<file path="config.mk">
export PLATFORM = sky130hd
export DESIGN_NAME = timer_pulse_gen
export DESIGN_NICKNAME = d
export VERILOG_FILES = /design/src/rtl/timer_pkg.sv /design/src/rtl/timer_phase_counter.sv /design/src/rtl/timer_pulse_gen.sv
export SDC_FILE = /design/constraint.sdc
export NUM_CORES = 1
export LEC_CHECK = 0
export CAP_MARGIN = 20
export CORE_ASPECT_RATIO = 0.6
export CORE_MARGIN = 2
export CORE_UTILIZATION = 30
export DETAILED_ROUTE_END_ITERATION = 12
export MAX_ROUTING_LAYER = met4
export PLACE_DENSITY = 0.6
export SKIP_CTS_REPAIR_TIMING = 1
export SYNTH_ARGS = -nofsm -noshare
export SYNTH_HDL_FRONTEND = slang
export SYNTH_SLANG_ARGS = --single-unit
</file>
<file path="constraint.sdc">
create_clock -name clk -period 5.6 [get_ports clk]
set_clock_uncertainty 0.15 [all_clocks]
set_input_delay 0.56 -clock clk [delete_from_list [all_inputs] [get_ports clk]]
set_output_delay 0.56 -clock clk [all_outputs]
set_load 0.03 [all_outputs]
</file>
<file path="src/rtl/timer_pkg.sv">
// timer_pkg: shared definitions for the wb_gpio pulse generator.
//   TIMER_COUNTER_WIDTH_DEFAULT : default width of delay/width counts
//   timer_state_e               : generator phases S_IDLE/S_DELAY/S_ACTIVE/S_DONE
package timer_pkg;

  localparam int TIMER_COUNTER_WIDTH_DEFAULT = 16;

  typedef enum logic [1:0] {
    S_IDLE   = 2'd0,
    S_DELAY  = 2'd1,
    S_ACTIVE = 2'd2,
    S_DONE   = 2'd3
  } timer_state_e;

endpackage

</file>
<file path="src/rtl/timer_phase_counter.sv">
// timer_phase_counter: prescaler-tick counter shared by the DELAY and ACTIVE
// phases of timer_pulse_gen.
//   clk, rst_n : clock, synchronous active-low reset
//   clr        : synchronous clear (wins over counting)
//   en         : counting allowed (generator is in a timed phase)
//   tick       : prescaler strobe
//   target     : phase length in ticks (never 0 while en=1)
//   expire     : combinational, high on the tick that completes the phase
module timer_phase_counter
  import timer_pkg::*;
#(
  parameter int TIMER_COUNTER_WIDTH = TIMER_COUNTER_WIDTH_DEFAULT
) (
  input  logic                           clk,
  input  logic                           rst_n,
  input  logic                           clr,
  input  logic                           en,
  input  logic                           tick,
  input  logic [TIMER_COUNTER_WIDTH-1:0] target,
  output logic                           expire
);

  localparam logic [TIMER_COUNTER_WIDTH-1:0] ONE = TIMER_COUNTER_WIDTH'(1);

  logic [TIMER_COUNTER_WIDTH-1:0] count;
  logic [TIMER_COUNTER_WIDTH-1:0] last;

  assign last   = target - ONE;
  assign expire = en && tick && (count == last);

  // Saturates at the compare value instead of wrapping.
  always_ff @(posedge clk) begin
    if (!rst_n) begin
      count <= '0;
    end else if (clr) begin
      count <= '0;
    end else if (en && tick && (count != last)) begin
      count <= count + ONE;
    end
  end

endmodule

</file>
<file path="src/rtl/timer_pulse_gen.sv">
// timer_pulse_gen: programmable one-shot/periodic pulse generator. After an
// accepted start it waits delay_count prescaler ticks, drives pulse_out to
// PULSE_ACTIVE_LEVEL for width_count ticks, then strobes done.
//   clk, rst_n   : clock, synchronous active-low reset
//   ps_tick      : prescaler strobe
//   start, stop  : one-cycle control strobes (stop has priority)
//   repeat_mode  : 1 = periodic, 0 = one-shot (latched on start)
//   delay_count  : ticks before the pulse
//   width_count  : ticks of active pulse
//   pulse_out    : generated pulse (registered)
//   busy         : generator not idle (registered)
//   done         : one-cycle strobe at end of each pulse (registered)
// Build option: define TIMER_PULSE_REPEAT_EN to support periodic operation;
// otherwise repeat_mode is ignored and DONE always returns to IDLE.
module timer_pulse_gen
  import timer_pkg::*;
#(
  parameter int   TIMER_COUNTER_WIDTH = TIMER_COUNTER_WIDTH_DEFAULT,
  parameter logic PULSE_ACTIVE_LEVEL  = 1'b1
) (
  input  logic                           clk,
  input  logic                           rst_n,
  input  logic                           ps_tick,
  input  logic                           start,
  input  logic                           stop,
  input  logic                           repeat_mode,
  input  logic [TIMER_COUNTER_WIDTH-1:0] delay_count,
  input  logic [TIMER_COUNTER_WIDTH-1:0] width_count,
  output logic                           pulse_out,
  output logic                           busy,
  output logic                           done
);

  timer_state_e state, state_nxt;

  logic [TIMER_COUNTER_WIDTH-1:0] delay_q;
  logic [TIMER_COUNTER_WIDTH-1:0] width_q;
  logic [TIMER_COUNTER_WIDTH-1:0] cnt_target;
  logic                           cnt_clr;
  logic                           cnt_en;
  logic                           cnt_expire;
  logic                           load;

  // First phase after a start or a periodic restart; zero-length phases are skipped.
  function automatic timer_state_e first_phase(input logic [TIMER_COUNTER_WIDTH-1:0] d,
                                               input logic [TIMER_COUNTER_WIDTH-1:0] w);
    if (d != '0) begin
      return S_DELAY;
    end else if (w != '0) begin
      return S_ACTIVE;
    end else begin
      return S_DONE;
    end
  endfunction

`ifdef TIMER_PULSE_REPEAT_EN
  logic repeat_q;

  always_ff @(posedge clk) begin
    if (!rst_n) begin
      repeat_q <= 1'b0;
    end else if (load) begin
      repeat_q <= repeat_mode;
    end
  end
`else
  logic unused_repeat_mode;
  assign unused_repeat_mode = repeat_mode;
`endif

  always_ff @(posedge clk) begin
    if (!rst_n) begin
      delay_q <= '0;
      width_q <= '0;
    end else if (load) begin
      delay_q <= delay_count;
      width_q <= width_count;
    end
  end

  assign cnt_en     = (state == S_DELAY) || (state == S_ACTIVE);
  assign cnt_target = (state == S_DELAY) ? delay_q : width_q;

  timer_phase_counter #(
    .TIMER_COUNTER_WIDTH(TIMER_COUNTER_WIDTH)
  ) u_phase_counter (
    .clk    (clk),
    .rst_n  (rst_n),
    .clr    (cnt_clr),
    .en     (cnt_en),
    .tick   (ps_tick),
    .target (cnt_target),
    .expire (cnt_expire)
  );

  always_comb begin
    state_nxt = state;
    cnt_clr   = 1'b0;
    load      = 1'b0;
    case (state)
      S_IDLE: begin
        if (start) begin
          load      = 1'b1;
          cnt_clr   = 1'b1;
          state_nxt = first_phase(delay_count, width_count);
        end
      end
      S_DELAY: begin
        if (cnt_expire) begin
          cnt_clr   = 1'b1;
          state_nxt = (width_q != '0) ? S_ACTIVE : S_DONE;
        end
      end
      S_ACTIVE: begin
        if (cnt_expire) begin
          cnt_clr   = 1'b1;
          state_nxt = S_DONE;
        end
      end
      S_DONE: begin
        cnt_clr = 1'b1;
`ifdef TIMER_PULSE_REPEAT_EN
        state_nxt = repeat_q ? first_phase(delay_q, width_q) : S_IDLE;
`else
        state_nxt = S_IDLE;
`endif
      end
      default: state_nxt = S_IDLE;
    endcase
    // stop overrides every transition, including a same-cycle start.
    if (stop) begin
      state_nxt = S_IDLE;
      load      = 1'b0;
      cnt_clr   = 1'b1;
    end
  end

  // Outputs decoded from the next state so they change on the entering edge.
  always_ff @(posedge clk) begin
    if (!rst_n) begin
      state     <= S_IDLE;
      pulse_out <= ~PULSE_ACTIVE_LEVEL;
      busy      <= 1'b0;
      done      <= 1'b0;
    end else begin
      state     <= state_nxt;
      pulse_out <= (state_nxt == S_ACTIVE) ? PULSE_ACTIVE_LEVEL : ~PULSE_ACTIVE_LEVEL;
      busy      <= (state_nxt != S_IDLE);
      done      <= (state_nxt == S_DONE);
    end
  end

endmodule

</file>
==> reports/metrics.csv <==
metric;value;unit
most used cell, CP;buf_4;
Compound-Gate Fraction of Synth Area;21.74;%
register area share after synthesis;31.14;%
Rel. slew slack;37.42;%
largest net degree at the start of global routing;36;
Area growth syn-to-layout;20.27;%
setup TNS;0;ns
M1 GR Usage;25.91;%
Cell Rows;30;
Reg2Reg Launch Point;state[1];
Avg Cell Area, Syn;8.017;um^2
largest family of logic cells by synthesized area;simple AND/OR/NAND/NOR gates;
maximum clock frequency;217.0;MHz
maximum vdd drop;118.8;uV
FF+latch count, synth;53;
clk buf depth;2;
WP data required;5.61;ns
Async S/R FF share, synth;0;%
Slew Viols, Final;0;
crit share post-route;82.31;%
detail-routed via count per cell;5.495;
Reg clk slew, reported paths;0.07;ns
Worst Path Buf+Inv;3;
reg2reg end;u_phase_counter.count[6];
vias in the first global route;2995;
# port buffers;39;
EDFF count, synth;0;
max-cap violations;0;
Pwr Density;231.0;mW/mm^2
Core Footprint;0.01119;mm^2
Reg2Reg Depth;12;
slowest CP cell;nor3b_2;
GRT Total Usage;16.80;%
Final nets;498;
initial antenna violation count;0;
DRT iter0 DRCs;266;
Initial Util;30.46;%
Remaining DRCs;0;
area share of fa/ha/maj cells after synthesis;2.571;%
Clk Tree Root Cell;clkbuf_16;
first-pass GRT wire length;15.83;mm
Final GP Congestion;0.8423;
Final setup viols;0;
status;complete, no violations;
Leak;1.333;nW
Crit path depth;12;
Netlist cell types;61;
final hold viol count;0;
GRT met2 Usage;22.42;%
arrival time worst endpoint;4.62;ns
Min-Delay Path Class;flop to flop;
Vias;3286;
Post-Syn Instances;425;
crit path launch type;flop;
Final HPWL DP;7.073;mm
ANT cells;0;
total grt overflow;0;
Num CTS Buffers;5;
simple-gate share of the synthesized area;30.77;%
total power;946.7;uW
synth warn;0;
prevailing post-synth register cell;dfxtp_1;
DIE AREA;0.01225;mm^2
CTS tree;yes;
Worst-Margin Slew;0.9346;ns
CP Capture Point;u_phase_counter.count[6];
unrepaired setup endpoints after global routing;no;
crit-path cells;inv_1 > ha_1 > buf_4 > nor3b_1 > o21ai_1 > nor3_1 > mux2_2 > a22o_1 > nor3b_2 > buf_4 > or4_1 > a21oi_1;
# clock sinks;53;
HP Start;delay_q[15];
I/O pins;41;
Die Y;86.55;um
slowest stage delay, CP;0.76;ns
Post-Route WL;9.430;mm
mux share of post-synthesis cell area;4.444;%
minimum clock period;4.609;ns
Worst path top cell family by delay;simple AND/OR/NAND/NOR gates;
met3 Use GR;3.315;%
H-tree levels;2;
Crit Path Category;flop to flop;
layout cells sized above 1;7.048;%
worst skew pair latency;0.30;ns
worst hold slack;0.3341;ns
maximum fanout along the worst path;35;
crit path from;state[1];
Pre-Repair DR Iteration Count;5;
Synthesized Nets;470;
Die X;141.6;um
CP endpoint kind;flop;
gr busiest metal;met1;
synthesized area;0.003407;mm^2
wire per inst;15.77;um
reg-to-reg slack, setup;0.99;ns
Routed Antenna Nets;0;
XOR/XNOR Fraction of Synth Area;5.141;%
[synthesized netlist by cell type, drive strengths merged, types with 5 or more instances]
| library cell | count | area, um^2 |
|---|---|---|
| a21boi | 32 | 240.2 |
| a21oi | 22 | 136.4 |
| buf | 8 | 63.80 |
| clkbuf | 15 | 56.30 |
| dfxtp | 53 | 1061 |
| ha | 7 | 87.58 |
| inv | 5 | 18.77 |
| mux2i | 14 | 140.1 |
| nand2 | 82 | 307.8 |
| nand3 | 13 | 65.06 |
| nand4 | 5 | 31.28 |
| nor2 | 13 | 48.80 |
| nor3 | 20 | 100.1 |
| nor4 | 9 | 56.30 |
| o2111ai | 5 | 50.04 |
| o21ai | 11 | 55.05 |
| o31ai | 11 | 82.58 |
| or3 | 9 | 56.30 |
| or4 | 13 | 116.4 |
| xnor2 | 16 | 140.1 |
[through the flow]
stage          std cells  worst slack [ns]  utilization, %  cell area [um^2]
2_1_floorplan        425             1.676               -              3407
6_report             598            0.9907           36.63              4098
5_1_grt              598            0.6217           36.63              4098
3_3_place_gp         587             1.184           34.62              3872
4_1_cts              596            0.9841           36.16              4045
3_5_place_dp         588             1.044           34.75              3887
[tightest hold or removal path, cell delays in order (launching register included)]
cell,delay [ns]
dfxtp_1,0.32
nand2_1,0.05
a21boi_0,0.07
[registers in the layout, indices dropped and copies added (netlist names)]
name                   count
u_phase_counter.count     16
state                      2
pulse_out                  1
width_q                   16
busy                       1
done                       1
delay_q                   16
[worst min-delay path by stage]
| stage | end | slack (ns) | cells after the start |
|---|---|---|---|
| 6_report | delay_q[15] | 0.33 | 2 |
| 5_1_grt | delay_q[15] | 0.37 | 2 |
| 4_1_cts | delay_q[15] | 0.35 | 2 |
| 3_5_place_dp | delay_q[15] | 0.34 | 2 |
| 3_3_place_gp | delay_q[15] | 0.33 | 2 |
| 2_1_floorplan | delay_q[15] | 0.29 | 2 |
[placed cells by master (no fill, tap or decap), types with 4 or more instances in the layout]
master           count
a21oi_1             17
nor4_1               9
nand3_1             13
clkbuf_16            6
and3_1               4
o31ai_1             11
o21ai_0              9
a21oi_2              4
o2111ai_1            4
or3_1                9
mux2i_1             14
ha_1                 7
nand2_1             82
inv_1                5
nand4_1              5
nor3_1              20
or4_4                5
nor2_1              13
clkdlybuf4s50_1     39
xor2_1               4
dfxtp_1             53
xnor2_1             16
or4_1                8
nand3b_1             4
a21boi_0            32
[power breakdown]
part	internal (mW)	leakage, nW	total, mW	switching (mW)
clock	0.190	0.0799	0.337	0.147
sequential	0.390	0.431	0.407	0.0172
combinational	0.0966	0.823	0.202	0.106
[layer usage]
metal	share of wire, %	wire length [um]
met1	54	5067
met2	39	3662
met3	6.6	620
met4	0.85	80
met5	0	0
[final cells by class]
class / instances / area (um^2)
fill: 1137 / 7088
inverter: 6 / 22.52
multi-input combinational: 343 / 2203
clock buffer: 7 / 152.6
tap: 144 / 180.2
timing repair buffer: 44 / 473.0
clock inverter: 1 / 5.005
sequential: 53 / 1061
[cell families (layout without fill, tap and decap cells)]
| group | count (synthesis) | count (layout) |
|---|---|---|
| buf+inv | 29 | 58 |
| flops | 53 | 53 |
| xor+xnor | 20 | 20 |
| mux | 15 | 15 |
| fa+ha+maj | 7 | 7 |
| simple gates | 199 | 199 |
| compound gates | 102 | 102 |
Note: power is estimated with default switching activity, not from simulation.
